File: config.mk
export PLATFORM = sky130hd
export DESIGN_NAME = gf_inverse_seq
export DESIGN_NICKNAME = d
export VERILOG_FILES = /design/src/rtl/gf_pkg.sv /design/src/rtl/gf_halve.sv /design/src/rtl/gf_inverse_seq.sv
export SDC_FILE = /design/constraint.sdc
export NUM_CORES = 1
export LEC_CHECK = 0
export ABC_AREA = 1
export ABC_CLOCK_PERIOD_IN_PS = 3900
export CAP_MARGIN = 10
export CORE_ASPECT_RATIO = 1.75
export CORE_MARGIN = 8
export CORE_UTILIZATION = 55
export CTS_BUF_LIST = sky130_fd_sc_hd__clkbuf_4 sky130_fd_sc_hd__clkbuf_8
export CTS_CLUSTER_SIZE = 14
export DETAILED_ROUTE_END_ITERATION = 8
export PLACE_DENSITY = 0.75
export SLEW_MARGIN = 30
export SYNTH_ARGS = -nofsm -noshare
export SYNTH_HDL_FRONTEND = slang
export SYNTH_HIERARCHICAL = 1
export SYNTH_SLANG_ARGS = --single-unit
File: constraint.sdc
create_clock -name clk -period 3.9 [get_ports clk]
set_input_delay 0.78 -clock clk [delete_from_list [all_inputs] [get_ports clk]]
set_output_delay 0.78 -clock clk [all_outputs]
set_load 0.02 [all_outputs]
File: src/rtl/gf_pkg.sv
// Shared constants and FSM state type for the GF(2^M) inverter.
// Default field: GF(2^7) with x^7+x+1; GF(2^8) AES polynomial provided for wider instances.
package gf_pkg;

  localparam int         GF7_M    = 7;
  localparam logic [7:0] GF7_POLY = 8'h83;
  localparam int         GF8_M    = 8;
  localparam logic [8:0] GF8_POLY = 9'h11B;

  typedef enum logic [1:0] {
    IDLE = 2'd0,
    RUN  = 2'd1,
    DONE = 2'd2
  } gf_state_e;

endpackage

File: src/rtl/gf_halve.sv
// Division by x modulo POLY: g/x = g>>1 when g is even, else (g ^ POLY)>>1.
// Because POLY has bit 0 set, the XOR always makes the value even before the shift.
module gf_halve
  import gf_pkg::*;
#(
  parameter int         M    = GF7_M,
  parameter logic [M:0] POLY = GF7_POLY
) (
  input  logic [M:0] i_g,
  output logic [M:0] o_g
);

  logic [M:0] w_red;

  assign w_red = i_g[0] ? (i_g ^ POLY) : i_g;
  assign o_g   = {1'b0, w_red[M:1]};

endmodule

File: src/rtl/gf_inverse_seq.sv
// Handshaked GF(2^M) inverter using the binary extended Euclidean algorithm, one step per clock.
// Optional out_err port (zero operand flag) is enabled by defining GF_INV_ZERO_ERR_EN.
//
// state | meaning
// IDLE  | in_ready high, waiting for an operand
// RUN   | one Euclid step per cycle on u, v, g1, g2
// DONE  | out_valid high, result held until out_ready
module gf_inverse_seq
  import gf_pkg::*;
#(
  parameter int         M    = GF7_M,
  parameter logic [M:0] POLY = GF7_POLY
) (
  input  logic         clk,
  input  logic         rst_n,
  input  logic         in_valid,
  output logic         in_ready,
  input  logic [M-1:0] in_a,
  output logic         out_valid,
  input  logic         out_ready,
  output logic [M-1:0] out_b
`ifdef GF_INV_ZERO_ERR_EN
  ,
  output logic         out_err
`endif
);

  localparam logic [M:0] ONE = {{M{1'b0}}, 1'b1};

  gf_state_e  r_state, w_state_nxt;
  logic [M:0] r_u, r_v, r_g1, r_g2;
  logic [M:0] w_u_nxt, w_v_nxt, w_g1_nxt, w_g2_nxt;
  logic [M:0] w_g1_half, w_g2_half;
  logic [M-1:0] r_b, w_b_nxt;
  logic       r_valid, w_valid_nxt;
`ifdef GF_INV_ZERO_ERR_EN
  logic       r_err, w_err_nxt;
`endif

  gf_halve #(.M(M), .POLY(POLY)) u_halve_g1 (.i_g(r_g1), .o_g(w_g1_half));
  gf_halve #(.M(M), .POLY(POLY)) u_halve_g2 (.i_g(r_g2), .o_g(w_g2_half));

  always_ff @(posedge clk or negedge rst_n) begin
    if (!rst_n) begin
      r_state <= IDLE;
      r_u     <= '0;
      r_v     <= '0;
      r_g1    <= '0;
      r_g2    <= '0;
      r_b     <= '0;
      r_valid <= 1'b0;
`ifdef GF_INV_ZERO_ERR_EN
      r_err   <= 1'b0;
`endif
    end else begin
      r_state <= w_state_nxt;
      r_u     <= w_u_nxt;
      r_v     <= w_v_nxt;
      r_g1    <= w_g1_nxt;
      r_g2    <= w_g2_nxt;
      r_b     <= w_b_nxt;
      r_valid <= w_valid_nxt;
`ifdef GF_INV_ZERO_ERR_EN
      r_err   <= w_err_nxt;
`endif
    end
  end

  always_comb begin
    w_state_nxt = r_state;
    w_u_nxt     = r_u;
    w_v_nxt     = r_v;
    w_g1_nxt    = r_g1;
    w_g2_nxt    = r_g2;
    w_b_nxt     = r_b;
    w_valid_nxt = r_valid;
`ifdef GF_INV_ZERO_ERR_EN
    w_err_nxt   = r_err;
`endif
    case (r_state)
      IDLE: begin
        if (in_valid) begin
`ifdef GF_INV_ZERO_ERR_EN
          w_err_nxt = (in_a == '0);
`endif
          if (in_a == '0) begin
            w_b_nxt     = '0;
            w_valid_nxt = 1'b1;
            w_state_nxt = DONE;
          end else begin
            w_u_nxt     = {1'b0, in_a};
            w_v_nxt     = POLY;
            w_g1_nxt    = ONE;
            w_g2_nxt    = '0;
            w_state_nxt = RUN;
          end
        end
      end
      RUN: begin
        // Invariants: g1*a = u and g2*a = v (mod POLY); whichever of u, v reaches 1 holds the inverse.
        if (r_u == ONE) begin
          w_b_nxt     = r_g1[M-1:0];
          w_valid_nxt = 1'b1;
          w_state_nxt = DONE;
        end else if (r_v == ONE) begin
          w_b_nxt     = r_g2[M-1:0];
          w_valid_nxt = 1'b1;
          w_state_nxt = DONE;
        end else if (!r_u[0]) begin
          w_u_nxt  = r_u >> 1;
          w_g1_nxt = w_g1_half;
        end else if (!r_v[0]) begin
          w_v_nxt  = r_v >> 1;
          w_g2_nxt = w_g2_half;
        end else if (r_u >= r_v) begin
          w_u_nxt  = r_u ^ r_v;
          w_g1_nxt = r_g1 ^ r_g2;
        end else begin
          w_v_nxt  = r_v ^ r_u;
          w_g2_nxt = r_g2 ^ r_g1;
        end
      end
      DONE: begin
        if (out_ready) begin
          w_valid_nxt = 1'b0;
          w_state_nxt = IDLE;
        end
      end
      default: w_state_nxt = IDLE;
    endcase
  end

  assign in_ready  = (r_state == IDLE);
  assign out_valid = r_valid;
  assign out_b     = r_b;
`ifdef GF_INV_ZERO_ERR_EN
  assign out_err   = r_err;
`endif

endmodule

==> metrics, run 1 <==
status=complete, no violations; largest net degree at the start of global routing=43; Die H=112 um; top cells by instance count after synthesis=sky130_fd_sc_hd__nand2_1, sky130_fd_sc_hd__dfrtp_1, sky130_fd_sc_hd__nor2_1; routed vias/inst=5.67; largest fanout on the critical path=15; DRC violations left=0; Skew-Pair Late Insertion Delay=approximately 0.31 ns; cell type with the highest aggregate area in the netlist=sky130_fd_sc_hd__dfrtp_1; area of the core=between 5000 and 6000 um2; number of enable flip-flop cells after synthesis=0; worst-case setup margin in the final layout=1.31 ns; Clock Root Buffer=sky130_fd_sc_hd__clkbuf_8; number of max-slew violations in the final report=0; drt first pass iters=4; Max Root-Sink Buffers=2; origin of the worst setup path=r_u[0]$_DFFE_PN0P_; maximum vdd ir drop=roughly 420 uV; Die ar.=7980 um2; Netlist Area Pre-Place=between 2000 and 3000 um2; most used cell along the critical path=sky130_fd_sc_hd__nand2_1; reg-to-reg setup timing slack=1.31 ns; yosys warns=6; count of cell types in the netlist=34; highest achievable clock rate=0.386 GHz; CTS resizes=0; RD Place Congestion=0.865; number of synthesized register bits=42; Final period util=0.664; Starting Density=0.559; CP Capture Type=flip-flop; launch point of the worst reg-to-reg path=r_u[0]$_DFFE_PN0P_; share of synthesized flip-flops with an asynchronous set or reset=1.00; number of DRC markers in iteration 0=297; layout cell share with drive strength beyond 1=0.0887; power per unit of standard cell area=968 nW/um2; vias in the first global route=2680; highest cell delay on the worst timing path=~0.54 ns; global-route usage over all layers=0.195; top cells by area in the synthesized netlist=sky130_fd_sc_hd__dfrtp_1, sky130_fd_sc_hd__nand2_1, sky130_fd_sc_hd__nand3_1; list of cells traversed by the critical path=inv_1 > ha_1 > nand2_1 > nor2_1 > nor2_1 > nand2_1 > nand2_2 > nand2_1 > nand3_1 > buf_4 > nand2_2 > nand2_1 > nand2_1; standby leakage power=1.55 nW; hold buffer count at CTS=0; setup repair after global routing missed its margin=no; synthesized area divided by synthesized cell count=a little over 7 um2; clk sinks=42; net count after synthesis=427; TritonCTS clock tree=yes; cell row count=35; relative slew slack=0.556; critical path startpoint category=flip-flop; most frequent cell after synthesis=sky130_fd_sc_hd__nand2_1; hold crit path type=in -> async; Synth Instances=407; antenna cell count=0; total number of vias=2614; post-layout net count=425; Worst-Margin Slew=roughly 0.67 ns; count of max-cap constraint violations=0; final setup TNS=0 ns; category of the critical setup timing path=reg -> reg; worst setup skew after layout=around 0.013 ns; count of final hold-check violations=0; number of nets with antenna violations after routing=0; buffers added on ports=19; critical path data required time=4.15 ns; initial antenna violation count=0; number of levels in the clock H-tree=2; slowest library cell on the worst path=sky130_fd_sc_hd__dfrtp_1; Post-synth top flop=sky130_fd_sc_hd__dfrtp_1; drt total wl=roughly 7300 um; Post-CTS Setup Repair Bufs=0; layout-stage area growth over the synthesis result=5.67%; register clock-pin slew on the reported worst setup and hold paths=0.10 ns; half-perimeter wire length after detailed placement=about 5300 um; Seq/Total Area, Yosys=0.361; width of the die=71.0 um; number of endpoints failing setup at the final stage=0; shortest period the worst path allows=2.59 ns; Crit path arrival time=2.84 ns; wire length of the first global-routing pass=12400 um; routed length per instance=15.9 um; number of buffers inserted during clock tree synthesis=5; share of the synthesized area in the top cell type=0.361; remaining global-route overflow=0; pre-CTS WS=1.14 ns; IO Count=20
==> power by group <==
group	total [mW]	internal, mW	switching, mW
clock	0.296	0.126	0.170
sequential	0.817	0.614	0.204
combinational	1.87	0.631	1.24
==> metrics by stage <==
| stage | std cells | utilization | area (um2) | hold slack (ns) | total power, mW |
|---|---|---|---|---|---|
| floorplan | 407 | - | 2910 | 0.464 | 2.32 |
| global placement | 453 | 0.573 | 2990 | 0.472 | 2.65 |
| detailed placement | 453 | 0.573 | 2990 | 0.484 | 2.69 |
| CTS | 461 | 0.590 | 3080 | 0.506 | 2.98 |
| global route | 461 | 0.591 | 3080 | 0.497 | 3.25 |
| finish | 461 | 0.591 | 3080 | 0.438 | 2.98 |
==> sequential cells by signal (all words and copies together) (netlist names) <==
| signal | count |
|---|---|
| r_u | 8 |
| r_g2 | 8 |
| r_v | 8 |
| r_g1 | 8 |
| out_b | 7 |
| r_state | 2 |
| out_valid | 1 |
==> logic make-up after synthesis <==
| family | Yosys count | synth area share |
|---|---|---|
| buffers and inverters | 64 | 0.111 |
| XOR/XNOR | 8 | 0.0240 |
| adder cells (fa/ha/maj) | 9 | 0.0386 |
| AO/OA/AOI/OAI | 57 | 0.118 |
| flip-flops | 42 | 0.361 |
| AND/OR/NAND/NOR | 225 | 0.345 |
| other | 2 | 0.00258 |
==> path summary, 6_finish.rpt <==
path	to	depth (start not counted)
setup / recovery	r_v[6]$_DFFE_PN0P_	13
hold / removal	r_u[3]$_DFFE_PN0P_	1
setup reg to reg	r_v[6]$_DFFE_PN0P_	13
hold reg to reg	out_b[0]$_DFFE_PN0P_	2
max in group asynchronous	out_b[3]$_DFFE_PN0P_	1
min in group clk	out_b[0]$_DFFE_PN0P_	2
==> placed cells by master (no fill, tap or decap) <==
cell type and n:
sky130_fd_sc_hd__xnor2_1 8, sky130_fd_sc_hd__nand3_4 1, sky130_fd_sc_hd__nor2_2 2, sky130_fd_sc_hd__nand3b_1 9
sky130_fd_sc_hd__nand3_1 35, sky130_fd_sc_hd__nand2_2 6, sky130_fd_sc_hd__a21oi_2 1, sky130_fd_sc_hd__nand4_1 2
sky130_fd_sc_hd__conb_1 2, sky130_fd_sc_hd__o211ai_1 8, sky130_fd_sc_hd__o211ai_2 1, sky130_fd_sc_hd__nand2_1 123
sky130_fd_sc_hd__and2_1 1, sky130_fd_sc_hd__nand2_4 2, sky130_fd_sc_hd__inv_1 26, sky130_fd_sc_hd__a21boi_0 1
sky130_fd_sc_hd__o21ai_0 20, sky130_fd_sc_hd__clkdlybuf4s50_1 18, sky130_fd_sc_hd__clkinv_4 1, sky130_fd_sc_hd__buf_4 3
sky130_fd_sc_hd__ha_1 9, sky130_fd_sc_hd__o21ai_1 7, sky130_fd_sc_hd__o31ai_1 1, sky130_fd_sc_hd__o21bai_1 2
sky130_fd_sc_hd__clkinv_2 1, sky130_fd_sc_hd__clkinvlp_4 1, sky130_fd_sc_hd__clkbuf_8 5, sky130_fd_sc_hd__nor3_1 1
sky130_fd_sc_hd__a21oi_1 9, sky130_fd_sc_hd__or2_2 1, sky130_fd_sc_hd__nor2_1 39, sky130_fd_sc_hd__nor2_4 3
sky130_fd_sc_hd__a22oi_1 6, sky130_fd_sc_hd__inv_2 8, sky130_fd_sc_hd__dfrtp_1 42, sky130_fd_sc_hd__a21o_1 1
==> worst max-delay path: cells and delay by family (launching register included) <==
family	cells	cell delay (ns)
adder cells (fa/ha/maj)	1	0.37
buffers and inverters	2	0.36
flip-flops	1	0.54
AND/OR/NAND/NOR	10	1.25
==> area by class of cell <==
| class | count | area [um2] |
|---|---|---|
| sequential | 42 | 1050 |
| clock buffer | 5 | 68.8 |
| tap | 55 | 68.8 |
| timing repair buffer | 21 | 203 |
| inverter | 34 | 128 |
| clock inverter | 3 | 21.3 |
| multi-input combinational | 301 | 1540 |
| fill | 502 | 2130 |
==> layer usage <==
layer / global-route usage / vias up / share of wire
li1: - / 1292 / -
met1: 0.196 / 1247 / 0.38
met2: 0.349 / 52 / 0.54
met3: 0.0286 / 23 / 0.026
met4: 0.147 / 0 / 0.052
met5: 0 / - / 0
No activity file was read; power rests on OpenSTA's default activity.
==> run 2: changes to the inputs <==
- ABC_CLOCK_PERIOD_IN_PS: 3900 -> 2300
- PLACE_DENSITY: 0.75 -> 0.78
- clock period: 3.9 -> 2.3 ns (I/O delays scaled with it)
==> metrics, run 2 (synthesis gave the netlist of run 1 again) <==
DRC violations left=0; Max Root-Sink Buffers=2; cell row count=35; setup repair after global routing missed its margin=no; post-layout net count=435; leading cell types in the layout, fill and taps excluded=sky130_fd_sc_hd__nand2_1, sky130_fd_sc_hd__dfrtp_1, sky130_fd_sc_hd__nor2_1; hold buffer count at CTS=0; launch point of the worst reg-to-reg path=r_v[5]$_DFFE_PN0P_; largest fanout on the critical path=9; TritonCTS clock tree=yes; number of buffers inserted during clock tree synthesis=5; Crit path arrival time=2.34 ns; Die H=112 um; most common cell after layout, fill and taps aside=sky130_fd_sc_hd__nand2_1; count of max-cap constraint violations=0; number of max-slew violations in the final report=0; R2R Path End=r_v[5]$_DFFE_PN0P_; number of endpoints failing setup at the final stage=0; drt first pass iters=5; origin of the worst setup path=r_v[5]$_DFFE_PN0P_; clk sinks=42; hold crit path type=in -> async; highest achievable clock rate=0.475 GHz; wire length of the first global-routing pass=12500 um; Skew-Pair Late Insertion Delay=0.30 ns; Starting Density=0.559; half-perimeter wire length after detailed placement=5660 um; shortest period the worst path allows=2.10 ns; Die ar.=7980 um2; total number of vias=2719; remaining global-route overflow=0; Worst-Margin Slew=0.595 ns; worst setup skew after layout=roughly 0.013 ns; Clock Root Buffer=sky130_fd_sc_hd__clkbuf_8; number of nets with antenna violations after routing=0; Post-CTS Setup Repair Bufs=0; Filler Cell Count=approximately 500; antenna cell count=0; critical path startpoint category=flip-flop; category of the critical setup timing path=reg -> reg; layout cell share with drive strength beyond 1=0.111; number of DRC markers in iteration 0=332; relative slew slack=0.602; IO Count=20; buffers added on ports=19; global-route usage over all layers=0.196; count of final hold-check violations=0; final setup TNS=0 ns; maximum vdd ir drop=roughly 600 uV; vias in the first global route=2639; critical path data required time=2.53 ns; Final period util=0.915; initial antenna violation count=0; width of the die=71.0 um; reg-to-reg setup timing slack=~0.2 ns; routed vias/inst=5.77; drt total wl=7510 um; standby leakage power=1.61 nW; worst r2r path cells=10; largest net degree at the start of global routing=29; routed length per instance=15.9 um; status=complete, no violations; power per unit of standard cell area=1670 nW/um2; CP Capture Type=flip-flop; tightest hold margin=0.147 ns; number of levels in the clock H-tree=2; CTS resizes=0; area of the core=5210 um2; register clock-pin slew on the reported worst setup and hold paths=0.09 ns; layout-stage area growth over the synthesis result=8.33%; RD Place Congestion=between 0.9 and 1; critical path capture point=r_v[5]$_DFFE_PN0P_
[run 2: changes by cell type in the layout (fill, tap and decap cells not counted)]
| cell | previous run | this run |
|---|---|---|
| sky130_fd_sc_hd__buf_4 | 3 | 12 |
| sky130_fd_sc_hd__buf_2 | 0 | 1 |
| sky130_fd_sc_hd__clkbuf_4 | 0 | 1 |
| sky130_fd_sc_hd__clkbuf_8 | 5 | 6 |
| sky130_fd_sc_hd__clkinv_4 | 1 | 0 |
| sky130_fd_sc_hd__clkinvlp_4 | 1 | 0 |
[run 2: worst min-delay path by stage]
stage | startpoint | end | depth (start not counted)
floorplan | rst_n | out_b[0]$_DFFE_PN0P_ | 0
global placement | rst_n | r_u[3]$_DFFE_PN0P_ | 1
detailed placement | out_b[2]$_DFFE_PN0P_ | out_b[2]$_DFFE_PN0P_ | 2
CTS | rst_n | r_u[4]$_DFFE_PN0P_ | 1
global route | rst_n | r_u[0]$_DFFE_PN0P_ | 1
finish | rst_n | r_u[4]$_DFFE_PN0P_ | 1
[run 2: per-layer routing]
layer  up-vias  share of wire  track usage
li1       1313              -            -
met1      1280           0.38        0.202
met2        89           0.52        0.354
met3        37          0.035       0.0304
met4         0          0.062        0.120
met5         -              0            0
[run 2: stage by stage]
stage,setup slack (ns),power (mW),cell area (um2),std cells,utilization
final,0.196,5.27,3160,471,0.606
after global routing,0.0685,5.69,3160,471,0.606
after CTS,0.257,5.24,3160,471,0.606
after detailed placement,0.0964,4.72,3060,463,0.588
after global placement,0.125,4.67,3060,463,0.588
after floorplan,0.466,3.94,2910,407,-
[run 2: worst max-delay path: stages (launching register included)]
cell                      delay (ns)
sky130_fd_sc_hd__dfrtp_1        0.39
sky130_fd_sc_hd__inv_1          0.10
sky130_fd_sc_hd__ha_1           0.31
sky130_fd_sc_hd__a21oi_1        0.18
sky130_fd_sc_hd__nor2_1         0.07
sky130_fd_sc_hd__nor2_2         0.19
sky130_fd_sc_hd__nand2_1        0.16
sky130_fd_sc_hd__buf_4          0.20
sky130_fd_sc_hd__a21oi_2        0.25
sky130_fd_sc_hd__nand3_1        0.12
sky130_fd_sc_hd__nand2_1        0.08
[run 2: final cells by class]
cell class | count | area, um2 | area share
inverters | 34 | 128 | 0.0404
clock buffers | 7 | 90.1 | 0.0285
clock inverters | 1 | 5.00 | 0.00159
well taps | 55 | 68.8 | 0.0218
repair buffers | 31 | 275 | 0.0872
multi-input cells | 301 | 1540 | 0.488
flip-flops and latches | 42 | 1050 | 0.333
[run 2: power by group]
part	internal [mW]	switching, mW
logic	1.20	2.18
registers	1.04	0.323
clock network	0.255	0.269
